==> config.mk <==
export PLATFORM = sky130hd
export DESIGN_NAME = csr_regfile
export DESIGN_NICKNAME = d
export VERILOG_FILES = /design/src/rtl/csr_regfile_pkg.sv /design/src/rtl/csr_regfile_timer.sv /design/src/rtl/csr_regfile.sv
export SDC_FILE = /design/constraint.sdc
export NUM_CORES = 1
export LEC_CHECK = 0
export ABC_AREA = 1
export CAP_MARGIN = 20
export CORE_ASPECT_RATIO = 1.1
export CORE_UTILIZATION = 32
export CTS_BUF_LIST = sky130_fd_sc_hd__clkbuf_4
export DETAILED_ROUTE_END_ITERATION = 8
export SLEW_MARGIN = 20
export SYNTH_ARGS = -nofsm -noshare
export SYNTH_HDL_FRONTEND = slang
export SYNTH_HIERARCHICAL = 1
export SYNTH_SLANG_ARGS = --single-unit
==> constraint.sdc <==
create_clock -name clk -period 3.25 [get_ports clk]
set_clock_uncertainty 0.05 [all_clocks]
set_input_delay 0.8125 -clock clk [delete_from_list [all_inputs] [get_ports clk]]
set_output_delay 0.8125 -clock clk [all_outputs]
set_load 0.01 [all_outputs]
==> src/rtl/csr_regfile_pkg.sv <==
// rtl/csr_regfile_pkg.sv - CSR numbers, exception codes, field layout and write helpers
package csr_regfile_pkg;

  localparam logic [13:0] CSR_CRMD      = 14'h000;
  localparam logic [13:0] CSR_PRMD      = 14'h001;
  localparam logic [13:0] CSR_ECFG      = 14'h004;
  localparam logic [13:0] CSR_ESTAT     = 14'h005;
  localparam logic [13:0] CSR_ERA       = 14'h006;
  localparam logic [13:0] CSR_BADV      = 14'h007;
  localparam logic [13:0] CSR_EENTRY    = 14'h00C;
  localparam logic [13:0] CSR_SAVE0     = 14'h030;
  localparam logic [13:0] CSR_SAVE1     = 14'h031;
  localparam logic [13:0] CSR_SAVE2     = 14'h032;
  localparam logic [13:0] CSR_SAVE3     = 14'h033;
  localparam logic [13:0] CSR_TID       = 14'h040;
  localparam logic [13:0] CSR_TCFG      = 14'h041;
  localparam logic [13:0] CSR_TVAL      = 14'h042;
  localparam logic [13:0] CSR_TICLR     = 14'h044;
  localparam logic [13:0] CSR_TLBRENTRY = 14'h088;

  localparam logic [5:0] ECODE_PIL  = 6'h01;
  localparam logic [5:0] ECODE_PIS  = 6'h02;
  localparam logic [5:0] ECODE_PIF  = 6'h03;
  localparam logic [5:0] ECODE_PME  = 6'h04;
  localparam logic [5:0] ECODE_PPI  = 6'h07;
  localparam logic [5:0] ECODE_ADE  = 6'h08;
  localparam logic [5:0] ECODE_ALE  = 6'h09;
  localparam logic [5:0] ECODE_SYS  = 6'h0B;
  localparam logic [5:0] ECODE_TLBR = 6'h3F;

  localparam int CRMD_PLV = 0;
  localparam int CRMD_IE  = 2;
  localparam int CRMD_DA  = 3;
  localparam int CRMD_PG  = 4;
  localparam int PRMD_PPLV = 0;
  localparam int PRMD_PIE  = 2;
  localparam int ESTAT_TI  = 11;
  localparam int ESTAT_IPI = 12;
  localparam int TCFG_EN       = 0;
  localparam int TCFG_PERIODIC = 1;

  localparam logic [31:0] CRMD_RESET  = 32'h0000_0008;
  localparam logic [31:0] CRMD_WMASK  = 32'h0000_01FF;
  localparam logic [31:0] PRMD_WMASK  = 32'h0000_0007;
  localparam logic [31:0] ECFG_WMASK  = 32'h0000_1BFF;
  localparam logic [31:0] ESTAT_WMASK = 32'h0000_0003;
  localparam logic [31:0] ENTRY_WMASK = 32'hFFFF_FFC0;
  localparam logic [31:0] FULL_WMASK  = 32'hFFFF_FFFF;

  function automatic logic [31:0] wmerge(input logic [31:0] old, input logic [31:0] wval,
                                         input logic [31:0] wmask, input logic [31:0] writable);
    logic [31:0] m;
    m = wmask & writable;
    return (old & ~m) | (wval & m);
  endfunction

  function automatic logic ecode_sets_badv(input logic [5:0] ecode);
    case (ecode)
      ECODE_ADE, ECODE_ALE, ECODE_TLBR, ECODE_PIL,
      ECODE_PIS, ECODE_PIF, ECODE_PME, ECODE_PPI: return 1'b1;
      default: return 1'b0;
    endcase
  endfunction

endpackage

==> src/rtl/csr_regfile_timer.sv <==
// rtl/csr_regfile_timer.sv - stable timer: TVAL countdown, run flag and expiry pulse
module csr_timer
  import csr_regfile_pkg::*;
(
  input  logic        clk,
  input  logic        resetn,
  input  logic        tcfg_we,
  input  logic        tcfg_en,
  input  logic        tcfg_periodic,
  input  logic [29:0] tcfg_initval,
  output logic [31:0] tval,
  output logic        expire
);

  logic [31:0] tval_q, tval_d;
  logic        run_q, run_d;

  // A TCFG write in the expiry cycle reprograms the timer and suppresses the expiry.
  always_comb begin
    tval_d = tval_q;
    run_d  = run_q;
    expire = run_q && (tval_q == 32'h0) && !tcfg_we;
    if (tcfg_we) begin
      run_d = tcfg_en;
      if (tcfg_en) tval_d = {tcfg_initval, 2'b00};
    end else if (expire) begin
      run_d  = tcfg_periodic;
      tval_d = tcfg_periodic ? {tcfg_initval, 2'b00} : 32'hFFFF_FFFF;
    end else if (run_q) begin
      tval_d = tval_q - 32'd1;
    end
  end

  always_ff @(posedge clk or negedge resetn) begin
    if (!resetn) begin
      tval_q <= 32'h0;
      run_q  <= 1'b0;
    end else begin
      tval_q <= tval_d;
      run_q  <= run_d;
    end
  end

  assign tval = tval_q;

endmodule

==> src/rtl/csr_regfile.sv <==
// rtl/csr_regfile.sv - WB-stage CSR file: read mux, masked writes, exception/ertn commit, interrupts
module csr_regfile
  import csr_regfile_pkg::*;
#(
  parameter logic [31:0] TID_RESET = 32'h0
) (
  input  logic        clk,
  input  logic        resetn,
  input  logic        csr_re,
  input  logic [13:0] csr_num,
  output logic [31:0] csr_rvalue,
  input  logic        csr_we,
  input  logic [31:0] csr_wmask,
  input  logic [31:0] csr_wvalue,
  input  logic        wb_ex,
  input  logic        ertn_flush,
  input  logic [31:0] wb_pc,
  input  logic [5:0]  wb_ecode,
  input  logic [8:0]  wb_esubcode,
  input  logic [31:0] wb_vaddr,
  input  logic        current_exc_fetch,
  input  logic [7:0]  hw_int_in,
  input  logic        ipi_int_in,
  output logic        has_int,
  output logic [31:0] ex_entry,
  output logic [31:0] ertn_entry
);

  logic [31:0] crmd_q, crmd_d, prmd_q, prmd_d, ecfg_q, ecfg_d, estat_q, estat_d;
  logic [31:0] era_q, era_d, badv_q, badv_d, eentry_q, eentry_d, tlbrentry_q, tlbrentry_d;
  logic [31:0] tid_q, tid_d, tcfg_q, tcfg_d;
  logic [3:0][31:0] save_q, save_d;
  logic [31:0] tval;
  logic        csr_wr, tcfg_we, ticlr_clr, timer_expire;
  logic        unused_csr_re;

  assign unused_csr_re = csr_re;
  assign csr_wr    = csr_we && !wb_ex && !ertn_flush;
  assign tcfg_we   = csr_wr && (csr_num == CSR_TCFG);
  assign ticlr_clr = csr_wr && (csr_num == CSR_TICLR) && csr_wvalue[0] && csr_wmask[0];

  always_comb begin
    crmd_d = crmd_q; prmd_d = prmd_q; ecfg_d = ecfg_q; estat_d = estat_q;
    era_d = era_q; badv_d = badv_q; eentry_d = eentry_q; tlbrentry_d = tlbrentry_q;
    tid_d = tid_q; tcfg_d = tcfg_q; save_d = save_q;
    if (wb_ex) begin
      prmd_d[PRMD_PPLV +: 2] = crmd_q[CRMD_PLV +: 2];
      prmd_d[PRMD_PIE]       = crmd_q[CRMD_IE];
      crmd_d[CRMD_PLV +: 2]  = 2'b00;
      crmd_d[CRMD_IE]        = 1'b0;
      era_d                  = wb_pc;
      estat_d[21:16]         = wb_ecode;
      estat_d[30:22]         = wb_esubcode;
      if (wb_ecode == ECODE_TLBR) begin
        crmd_d[CRMD_DA] = 1'b1;
        crmd_d[CRMD_PG] = 1'b0;
      end
      if (ecode_sets_badv(wb_ecode)) badv_d = current_exc_fetch ? wb_pc : wb_vaddr;
    end else if (ertn_flush) begin
      crmd_d[CRMD_PLV +: 2] = prmd_q[PRMD_PPLV +: 2];
      crmd_d[CRMD_IE]       = prmd_q[PRMD_PIE];
      if (estat_q[21:16] == ECODE_TLBR) begin
        crmd_d[CRMD_DA] = 1'b0;
        crmd_d[CRMD_PG] = 1'b1;
      end
    end else if (csr_we) begin
      case (csr_num)
        CSR_CRMD:      crmd_d      = wmerge(crmd_q, csr_wvalue, csr_wmask, CRMD_WMASK);
        CSR_PRMD:      prmd_d      = wmerge(prmd_q, csr_wvalue, csr_wmask, PRMD_WMASK);
        CSR_ECFG:      ecfg_d      = wmerge(ecfg_q, csr_wvalue, csr_wmask, ECFG_WMASK);
        CSR_ESTAT:     estat_d     = wmerge(estat_q, csr_wvalue, csr_wmask, ESTAT_WMASK);
        CSR_ERA:       era_d       = wmerge(era_q, csr_wvalue, csr_wmask, FULL_WMASK);
        CSR_BADV:      badv_d      = wmerge(badv_q, csr_wvalue, csr_wmask, FULL_WMASK);
        CSR_EENTRY:    eentry_d    = wmerge(eentry_q, csr_wvalue, csr_wmask, ENTRY_WMASK);
        CSR_TLBRENTRY: tlbrentry_d = wmerge(tlbrentry_q, csr_wvalue, csr_wmask, ENTRY_WMASK);
        CSR_SAVE0:     save_d[0]   = wmerge(save_q[0], csr_wvalue, csr_wmask, FULL_WMASK);
        CSR_SAVE1:     save_d[1]   = wmerge(save_q[1], csr_wvalue, csr_wmask, FULL_WMASK);
        CSR_SAVE2:     save_d[2]   = wmerge(save_q[2], csr_wvalue, csr_wmask, FULL_WMASK);
        CSR_SAVE3:     save_d[3]   = wmerge(save_q[3], csr_wvalue, csr_wmask, FULL_WMASK);
        CSR_TID:       tid_d       = wmerge(tid_q, csr_wvalue, csr_wmask, FULL_WMASK);
        CSR_TCFG:      tcfg_d      = wmerge(tcfg_q, csr_wvalue, csr_wmask, FULL_WMASK);
        default: ;
      endcase
    end
    // Sampled interrupt lines track the pins every cycle; timer set beats TICLR clear.
    estat_d[9:2]      = hw_int_in;
    estat_d[ESTAT_IPI] = ipi_int_in;
    if (ticlr_clr)    estat_d[ESTAT_TI] = 1'b0;
    if (timer_expire) estat_d[ESTAT_TI] = 1'b1;
  end

  always_ff @(posedge clk or negedge resetn) begin
    if (!resetn) begin
      crmd_q <= CRMD_RESET; prmd_q <= '0; ecfg_q <= '0; estat_q <= '0;
      era_q <= '0; badv_q <= '0; eentry_q <= '0; tlbrentry_q <= '0;
      tid_q <= TID_RESET; tcfg_q <= '0; save_q <= '0;
    end else begin
      crmd_q <= crmd_d; prmd_q <= prmd_d; ecfg_q <= ecfg_d; estat_q <= estat_d;
      era_q <= era_d; badv_q <= badv_d; eentry_q <= eentry_d; tlbrentry_q <= tlbrentry_d;
      tid_q <= tid_d; tcfg_q <= tcfg_d; save_q <= save_d;
    end
  end

  csr_timer u_timer (
    .clk           (clk),
    .resetn        (resetn),
    .tcfg_we       (tcfg_we),
    .tcfg_en       (tcfg_d[TCFG_EN]),
    .tcfg_periodic (tcfg_d[TCFG_PERIODIC]),
    .tcfg_initval  (tcfg_d[31:2]),
    .tval          (tval),
    .expire        (timer_expire)
  );

  always_comb begin
    csr_rvalue = 32'h0;
    case (csr_num)
      CSR_CRMD:      csr_rvalue = crmd_q;
      CSR_PRMD:      csr_rvalue = prmd_q;
      CSR_ECFG:      csr_rvalue = ecfg_q;
      CSR_ESTAT:     csr_rvalue = estat_q;
      CSR_ERA:       csr_rvalue = era_q;
      CSR_BADV:      csr_rvalue = badv_q;
      CSR_EENTRY:    csr_rvalue = eentry_q;
      CSR_TLBRENTRY: csr_rvalue = tlbrentry_q;
      CSR_SAVE0:     csr_rvalue = save_q[0];
      CSR_SAVE1:     csr_rvalue = save_q[1];
      CSR_SAVE2:     csr_rvalue = save_q[2];
      CSR_SAVE3:     csr_rvalue = save_q[3];
      CSR_TID:       csr_rvalue = tid_q;
      CSR_TCFG:      csr_rvalue = tcfg_q;
      CSR_TVAL:      csr_rvalue = tval;
      default:       csr_rvalue = 32'h0;
    endcase
  end

  assign has_int    = crmd_q[CRMD_IE] && |(estat_q[12:0] & ecfg_q[12:0]);
  assign ex_entry   = (wb_ecode == ECODE_TLBR) ? tlbrentry_q : eentry_q;
  assign ertn_entry = era_q;

endmodule
Word level (Yosys, flattened, before mapping)
Index checks and enable logic that the tools add are counted.
- flip-flop bits (word level): 481
- input port bits: 173
- output and inout bits: 97
- word-level logic and storage cells: 185
- add/sub/neg operators: 1
- equal/unequal tests: 31
- multiplexer cells: 42
- bitwise logic cells: 43
- reduce and logical (&&, ||, !) cells: 46
- operator list (operator ; count):
    2-to-1 mux 32 bit ; 20
    AND 32 bit ; 16
    one-hot mux 32 bit (15 select lines) ; 1
    bitwise OR 32 bit ; 14
    2-to-1 mux 31 bit ; 3
    inverter 32 bit ; 2
    equality test 14 x 3 -> 1 bit (second input constant) ; 4
    equality test 14 x 6 -> 1 bit (second input constant) ; 4
    equality test 14 x 7 -> 1 bit (second input constant) ; 4
    AND reduction 4 bit ; 14
    AND 32 x 13 -> 32 bit ; 1
    AND 32 x 2 -> 32 bit ; 1
    AND 32 x 3 -> 32 bit ; 1
    AND 32 x 9 -> 32 bit ; 1
    zero test 32 bit ; 1
    inverter 13 -> 32 bit ; 1
    inverter 2 -> 32 bit ; 1
    inverter 3 -> 32 bit ; 1
    inverter 9 -> 32 bit ; 1
    subtractor 32 x 1 -> 32 bit (second input constant) ; 1
    2-to-1 mux 5 bit ; 4
    2-to-1 mux 15 bit ; 1
    nonzero test 3 bit ; 5
    equality test 14 x 1 -> 1 bit (second input constant) ; 1
    25 further kinds ; 60

Longest topological paths before layout
- depth in word-level cells: 10
- mapped depth: 16
- depth with buffers taken out: 15

Hierarchy
Netlist, hierarchy kept.
- by module, submodules not included (module ; instances ; cells an instance ; area an instance (sq um) ; sequential area each (sq um)):
    csr_regfile ; 1 ; 2834 ; 19905.3 ; 8984.9
    csr_timer ; 1 ; 421 ; 2587.5 ; 825.8

Least setup slack after synthesis
No wires, ideal clock.
- path kind: input-to-output
- from: in csr_num[9]
- to: out csr_rvalue[19]
- arrival: 2.034 ns
- required time: 2.388 ns
- slack: 0.353 ns
- stages: 9
- path buffers: 2
- path through: nor2_1 > inv_2 > nor2_4 > buf_2 > buf_1 > nand4_1 > nand2_1 > nor2_1 > nand3_1
- word-level cells in the longest chain between the ends: 2
- elaborated cells between the ends (all ways): 16
- those cells by class: eq/ne (14); mux (1); reduce/logical (1)
- ends and longest elaborated chain (what ; line ; text):
    start: declaration ; csr_regfile.sv:10 ; input logic [13:0] csr_num,
    equality test 14 x 7 -> 1 bit (tied with other cells) ; csr_regfile.sv:117 ; case (csr_num)
    one-hot mux 32 bit (15 select lines) (*) ; csr_regfile.sv:117 ;
    end: declaration ; csr_regfile.sv:11 ; output logic [31:0] csr_rvalue,
Mark *: on every way between the ends. The rest lies on a longest branch, timed or not.

Worst setup path in the final report
- from: in csr_num[9]
- to: out csr_rvalue[10]
The elaborated chain is that of the path after synthesis.

==> flow_metrics.tcl <==
set metrics [dict create \
    setup_viol 22 \
    final_layout_size_suffix_gt1_frac 0.194 \
    synthAdderAreaFrac 0.000556 \
    fill_cells 7063 \
    first_iter_violations 2703 \
    power_w 0.0113 \
    ir_drop_mv 0.215 \
    powerDensity_mw_per_mm2 363 \
    core-area_mm2 0.0693 \
    syn-cell-area_mm2 0.0225 \
    rsz0062_at_grt "yes" \
    insertion_delay_ns 0.92 \
    clkSlewWorstSetupHoldPaths_ns 0.07 \
    yosys_warnings 6 \
    vias 25300 \
    synth_compound_gate_area_share 0.111 \
    tightest_slew_ns 0.628 \
    crit_arrival_ns 2.49 \
    grt_util_all_layers 0.284 \
    path_class "input port to output port" \
    maxSlewHeadroom 0.577 \
    violations "setup timing" \
    synth_area_leader_cell "dfrtp_1" \
    cts_buffer_depth 3 \
    rows 101 \
    port_buffers 262 \
    antenna_left 0 \
    yosys.area.top_type_share 0.435 \
    layout_common_cells "1184 x nand2_1, 391 x dfrtp_1, 308 x nand3_1" \
    synth_flop_cell "dfrtp_1" \
    finalWirelength_mm 102 \
    yosys-top-cells-area "dfrtp_1 44%, nand2_1 21%, nand3_1 7.5%, o21ai_0 5.4%, nor2_1 3.6%" \
    startpoint_type "input port" \
    nets 3931 \
    die-area_mm2 0.0714 \
    place.gp.congestion 0.975 \
    yosysSeqAreaShare 0.436 \
    drv_cap 0 \
    finalHoldViolCount 0 \
    initial_core_util 0.325 \
    critical_path_buf_inv_count 6 \
    cp.required_ns 2.39 \
    wl_per_cell_um 21.4 \
    end_kind "output port" \
    drc 0 \
    min_path_type "input port to register" \
    synth_xor_area_frac 0.00506 \
    via_per_inst 5.30 \
    yosys.area_share.simple 0.369 \
    firstDrtPassIters 7 \
    run_status "finished with violations" \
    max_clock_freq_mhz 299 \
    setup_slack_ns -0.0995 \
    grt_first_pass_wirelength_mm 151 \
    cpPeakStageDelay_ns 0.20 \
    p_leak_nw 15.7 \
    synth_top_family_by_area "simple AND/OR/NAND/NOR gates" \
    ys_types 43 \
    ctsRootBufferMaster "clkbuf_4" \
    async_flop_share 1.00 \
    synth-edff-count 0 \
    layout_commonest_cell "nand2_1" \
    h-tree-depth 3 \
    overflow 0 \
    num_io_pins 270 \
    cp_top_family "buffers and inverters" \
    grt_pass1_vias 24200 \
    finalCritPeriodShare 1.03 \
    fin_crit_ns 3.35 \
    die_w_um 255 \
    clock-sinks 392 \
    slew_violations 0 \
    ys_seq_elements 392 \
    synth.area.mux_share 0.00751 \
    grt_max_degree 72 \
    avgSynthCellArea_um2 6.91 \
    area_delta_synth_final_pct 38.3 \
    cts_buffers 111 \
    path_cells "buf_2, nor2_4, buf_4, nand3_4, nor2_4, buf_6, buf_12, nand2_2, nor2_2, buf_4, nor2_1, nand3_1, buf_2" \
    postSynthCellCount 3255 \
    tritoncts "done" \
    antenna_found_initial 4 \
    crit_fanout 6 \
    crit_slowest_cell "nor2_4" \
    die_h_um 280 \
    dp_hpwl_mm 70.1 \
    whs_ns 0.288 \
]
## per-stage QoR
stage                     TNS (ns)  worst slack, ns   util  instances  area (µm²)
final                       -0.789          -0.0995  0.449       4771       31100
after floorplan                  0            0.353      -       3260       22500
after global placement      -50.05           -0.988  0.404       4501       28000
after CTS                    -2.41           -0.130  0.440       4751       30500
after global routing         -2.42           -0.136  0.449       4771       31100
after detailed placement    -50.17            -1.00  0.404       4501       28000
## cell usage after synthesis, types with 13 or more instances
master    instances
o21bai_1         26
dfrtp_1         391
buf_2            54
nand3_1         337
clkbuf_1         96
inv_1           197
buf_4            13
nand2_1        1260
a21oi_1          46
nor2_1          216
nor3_1           31
o21ai_1         144
o21ai_0         243
nand4_1          83
mux2_2           15
## layer usage
layer | share of wire | GRT usage
met1 | 0.40 | 0.375
met2 | 0.45 | 0.445
met3 | 0.10 | 0.0619
met4 | 0.045 | 0.124
met5 | 0.00041 | 0
## path summary, 6_finish.rpt
| check | from | end | slack (ns) | cells after the start |
|---|---|---|---|---|
| max in group asynchronous | resetn | asynchronous set/reset pin | 1.83 | 4 |
| worst min-delay path | hw_int_in[4] | estat_q[6] | 0.29 | 1 |
| worst max register to register | u_timer/tval[0] | u_timer/tval[13] | 1.06 | 12 |
| worst max-delay path | csr_num[9] | csr_rvalue[10] | -0.1 | 13 |
| worst min register to register | crmd_q[3] | crmd_q[3] | 0.43 | 2 |
| min in group asynchronous | resetn | estat_q[4] | 0.37 | 2 |
## power breakdown
| part | leakage (nW) | internal (W) | switching, W |
|---|---|---|---|
| combinational | 9.55 | 0.000524 | 0.000789 |
| sequential | 5.33 | 0.00503 | 0.000148 |
| clock | 0.861 | 0.00245 | 0.00233 |
| total | 15.7 | 0.00801 | 0.00327 |
## cells by family (layout without fill, tap and decap cells)
family / count (synthesis) / after routing
compound gates: 476 / 476
xor+xnor: 13 / 13
fa+ha+maj: 1 / 1
buf+inv: 388 / 971
flops: 392 / 392
mux: 15 / 15
other cells: 1 / 7
simple gates: 1969 / 1969
## worst reg2reg max path, delay by kind of cell (launching register included)
kind                     cells  cell delay [ns]
adder cells (fa/ha/maj)      1             0.35
flip-flops                   1             0.39
buffers and inverters        2             0.29
AND/OR/NAND/NOR              9             0.96
## area by class of cell
type	instances	area, µm²	area share
Multi-Input combinational cell	2480	11800	0.379
Clock inverter	29	156	0.00503
Sequential cell	392	9810	0.315
Tap cell	927	1160	0.0373
Timing Repair Buffer	560	6120	0.197
Antenna cell	1	2.50	0.0000805
Clock buffer	170	1280	0.0410
Inverter	212	803	0.0258
## what timing repair did
item	in CTS	in global routing
buffers inserted	42	23
pin swaps	60	77
cloned	10	4
hold endpoints to repair	33	0
hold buffers	1	0
gates resized for setup	357	152
endpoints found under the setup margin	59	49
(Power assumes the default switching activity.)
